[src/rtl/riscv_package.sv]
// Shared core types; this block only needs the ALU operation encoding.
package riscv_package;

  typedef enum logic [1:0] {
    ALU_AND = 2'd0,
    ALU_OR  = 2'd1,
    ALU_ADD = 2'd2,
    ALU_SUB = 2'd3
  } alu_operation_e;

endpackage

[src/rtl/alu_share_arbiter.sv]
// Round-robin share of one external combinational ALU between two valid/ready requesters.
// Operands are registered toward the ALU and the result is registered on the way back.
module alu_share_arbiter
  import riscv_package::*;
#(
  parameter int DW = 32
) (
  input  logic           clk,
  input  logic           rst_n,
  input  logic [1:0]     req_valid,
  output logic [1:0]     req_ready,
  input  logic [DW-1:0]  req_operand_a [2],
  input  logic [DW-1:0]  req_operand_b [2],
  input  alu_operation_e req_operation [2],
  output logic [1:0]     rsp_valid,
  input  logic [1:0]     rsp_ready,
  output logic [DW-1:0]  rsp_result,
  output logic [DW-1:0]  alu_operand_a,
  output logic [DW-1:0]  alu_operand_b,
  output alu_operation_e alu_operation,
  input  logic [DW-1:0]  alu_result
);

  typedef enum logic [1:0] {
    IDLE,
    EXEC,
    RESP
  } state_e;

  state_e state;
  logic   last_grant;
  logic   owner;
  logic   grant;
  logic   grant_valid;

  // A tie goes to whoever was not granted last; only IDLE can accept.
  always_comb begin
    grant       = 1'b0;
    grant_valid = 1'b0;
    if (state == IDLE) begin
      case (req_valid)
        2'b01: begin
          grant_valid = 1'b1;
          grant       = 1'b0;
        end
        2'b10: begin
          grant_valid = 1'b1;
          grant       = 1'b1;
        end
        2'b11: begin
          grant_valid = 1'b1;
          grant       = ~last_grant;
        end
        default: begin
          grant_valid = 1'b0;
          grant       = 1'b0;
        end
      endcase
    end
  end

  assign req_ready = grant_valid ? (grant ? 2'b10 : 2'b01) : 2'b00;

  always_ff @(posedge clk or negedge rst_n) begin
    if (!rst_n) begin
      state         <= IDLE;
      last_grant    <= 1'b1;
      owner         <= 1'b0;
      rsp_valid     <= 2'b00;
      rsp_result    <= '0;
      alu_operand_a <= '0;
      alu_operand_b <= '0;
      alu_operation <= ALU_ADD;
    end else begin
      case (state)
        IDLE: begin
          if (grant_valid) begin
            alu_operand_a <= req_operand_a[grant];
            alu_operand_b <= req_operand_b[grant];
            alu_operation <= req_operation[grant];
            owner         <= grant;
            last_grant    <= grant;
            state         <= EXEC;
          end
        end
        EXEC: begin
          rsp_result <= alu_result;
          rsp_valid  <= owner ? 2'b10 : 2'b01;
          state      <= RESP;
        end
        RESP: begin
          // Only the owner's consume completes the transaction.
          if (rsp_ready[owner]) begin
            rsp_valid <= 2'b00;
            state     <= IDLE;
          end
        end
        default: begin
          state     <= IDLE;
          rsp_valid <= 2'b00;
        end
      endcase
    end
  end

endmodule
[config.mk]
export PLATFORM = sky130hd
export DESIGN_NAME = alu_share_arbiter
export DESIGN_NICKNAME = d
export VERILOG_FILES = /design/src/rtl/riscv_package.sv /design/src/rtl/alu_share_arbiter.sv
export SDC_FILE = /design/constraint.sdc
export NUM_CORES = 1
export LEC_CHECK = 0
export ABC_AREA = 0
export ABC_CLOCK_PERIOD_IN_PS = 3400
export CAP_MARGIN = 20
export CORE_UTILIZATION = 30
export CTS_CLUSTER_DIAMETER = 60
export DETAILED_ROUTE_END_ITERATION = 10
export PLACE_DENSITY = 0.75
export SYNTH_ARGS = -nofsm -noshare
export SYNTH_HDL_FRONTEND = slang
export SYNTH_SLANG_ARGS = --single-unit
[constraint.sdc]
create_clock -name clk -period 3.4 [get_ports clk]
set_input_delay 0.68 -clock clk [delete_from_list [all_inputs] [get_ports clk]]
set_output_delay 0.68 -clock clk [all_outputs]
set_load 0.02 [all_outputs]
==> results.ini <==
[floorplanning]
core_um2 = 15770
io_pins = 272
start_util = 0.3062
row_count = 46
fp.dieH_um = 128.9
die-width_um = 128.9
dieArea_um2 = 16610

[drt]
wl_met2_um = 7811
drc = 0
ant_nets = 0
wire_per_inst_um = 17.28
drt_iter0_drc = 236
vias = 4767
top_layer_used = met4
drtPass1Iterations = 4
totalWireLength_um = 16140
dr_wl_met3_um = 1404
wl_met1_um = 6558
avgViaCountPerCell = 5.104

[power_and_ir_drop]
p_leak_uw = 0.002978
p_switching_uw = 3128
clkPwrFrac = 0.146
p_seq_frac = 0.298
pwr-share-comb = 0.555
power.density_nw_per_um2 = 947.1
ir_drop_v = 0.0009089
internal-power_uw = 4370
switching_share = 0.4172

[timing]
final.min_clock_period_ns = 2.862
worst_slack_ns = 0.5384
tightestPinTransition_ns = 0.7786
finalSetupTns_ns = 0
skew_ns = 0.009896
slew_viol_final = 0
setup_viol = 0
rsz0062_at_grt = no
hold_violations = 0
maxSlewHeadroom = 0.4810
finalCritPeriodShare = 0.8416
fmax_ghz = 0.3495

[cells_and_area]
multiInputGateArea_um2 = 1914
areaGrowthSynthToFinish_pct = 63.95
fillCellCount = 1512
diodes = 0
drive_gt1_frac = 0.09749
fin_nets = 883
ff_latch_area_um2 = 2605

[place]
pre_cts_ws_ns = 0.5136
io_buffers = 271
gp_congestion = 0.7416
place_hpwl_um = 10590

[clocking]
cts.sinks = 104
htree_levels = 3
cts_hold_buf = 0
cts_setup_buffers = 0
cts_buffers = 9
insertion_delay_ns = 0.35
cts_tree = built
cts_root_buf = clkbuf_16
clkTransAtPathRegs_ns = 0.08
ctsResizeCount = 0
cts.path.max_buffers = 2

[worst_setup_path]
cp_max_fo = 3
critPathSlowestCell = clkdlybuf4s50_1
required_ns = 2.72
crit_top_cell = clkdlybuf4s50_1
cpLargestDelayFamily = buffers and inverters
cp.arrival_ns = 2.18
crit_buf_inv = 2
slowest_delay_ns = 0.64
crit_chain = clkdlybuf4s50_1 > or2_2 > nand2_2 > nor2_1 > clkdlybuf4s50_1
start_kind = primary input
end_kind = output pin
critPathKind = in -> out

[logic_synthesis]
syn_inst = 475
synthesis.area_um2 = 4828
synth_top_area_cell = dfrtp_1
async_flop_share = 1.000
synth_edf_count = 0
synth.distinct_cells = 29
ys_top_cells_by_area = dfrtp_1 53%, a31oi_1 8.6%, mux2_2 7.5%
synthTopCellsByCount = 102 x dfrtp_1, 66 x a21oi_1, 66 x a31oi_1, 66 x nand3_1, 62 x o21ai_0
yosysMostFrequentCell = dfrtp_1
yosysSeqAreaShare = 0.5395
netlist.area_leader.share = 0.5286
yosys_register_bits = 104
yosys_most_used_dff = dfrtp_1
yosysWarnings = 0
syn_area_per_cell_um2 = 10.17
syn_nets = 645

[grt]
antenna_found_initial = 0
first_global_vias = 4667
grt_pass1_wl_um = 25080
grt.total_usage = 0.1955
grt_max_degree = 75
grt.overflow.total = 0

[worst_hold_path]
min_path_type = in -> async

[run_status]
run_status = finished, final reports clean

[flow_run]
maxCapViolCount = 0

## layout make-up
| cell class | count | area share |
|---|---|---|
| clock buffer | 10 | 0.03019 |
| sequential | 104 | 0.3291 |
| timing repair buffer | 282 | 0.3544 |
| tap | 216 | 0.03414 |
| multi-input combinational | 314 | 0.2418 |
| inverter | 2 | 0.0009483 |
| clock inverter | 6 | 0.009483 |
## registers in the layout (all words and copies together), names as in the netlist
signal,flops
alu_operand_a,32
alu_operand_b,32
rsp_result,32
alu_operation,2
rsp_valid,2
state,2
last_grant,1
owner,1
## logic make-up (layout without fill, tap and decap cells)
group / Yosys count / after routing / share of synthesized area
AOI/OAI and AO/OA: 206 / 206 / 0.2369
DFF: 104 / 104 / 0.5395
and+or+nand+nor: 74 / 74 / 0.07930
buffers and inverters: 57 / 300 / 0.06556
muxes: 34 / 34 / 0.07878
## path summary, 6_finish.rpt
| check | cells past startpoint | slack, ns | start | endpoint |
|---|---|---|---|---|
| setup / recovery | 5 | 0.54 | req_valid[0] | req_ready[0] |
| hold / removal | 1 | 0.31 | rst_n | rsp_result[3] |
| setup reg to reg | 4 | 1.59 | state[0] | alu_operand_a[5] |
| hold reg to reg | 1 | 0.51 | rsp_result[16] | rsp_result[16] |
| max in group asynchronous | 2 | 2.38 | rst_n | alu_operand_a[22] |
| min in group clk | 1 | 0.51 | rsp_result[16] | rsp_result[16] |
## power groups by stage
stage	registers (uW)	logic (uW)	clock network, uW
6_report	2240	4160	1100
5_1_grt	2310	4470	1190
4_1_cts	2240	4190	1140
3_5_place_dp	2250	4190	0
3_3_place_gp	2220	4150	0
2_1_floorplan	2960	1680	0
## through the flow
step | cells | total power, uW | hold WS (ns) | utilization | cell area [um^2]
final | 934 | 7498 | 0.3115 | 0.5020 | 7916
after global routing | 934 | 7967 | 0.3470 | 0.5020 | 7916
after CTS | 934 | 7569 | 0.3103 | 0.5020 | 7916
after detailed placement | 918 | 6443 | 0.4915 | 0.4821 | 7602
after global placement | 918 | 6374 | 0.4858 | 0.4821 | 7602
after floorplan | 475 | 4644 | 0.3844 | - | 4828
## layer usage
layer | global-route usage | up-vias
met1 | 0.2359 | 2300
met2 | 0.3246 | 199
met3 | 0.05988 | 23
met5 | 0 | -
li1 | - | 2245
met4 | 0.07958 | 0
## worst register-to-register path, delay by kind of cell (launching register included)
family	cells	cell delay, ns
buf+inv	1	0.55
compound gates	2	0.46
flops	1	0.51
simple gates	1	0.22
## placed cells by master (no fill, tap or decap), types with 4 or more instances in the layout
cell	Yosys	layout
a21oi_1	66	66
mux2_2	32	32
clkdlybuf4s50_1	0	270
a31oi_1	66	66
clkbuf_16	0	9
buf_4	6	11
dfrtp_1	102	102
o21ai_1	4	4
nand3_1	66	66
o21ai_0	62	62
Power figures use the tool's default switching activity.
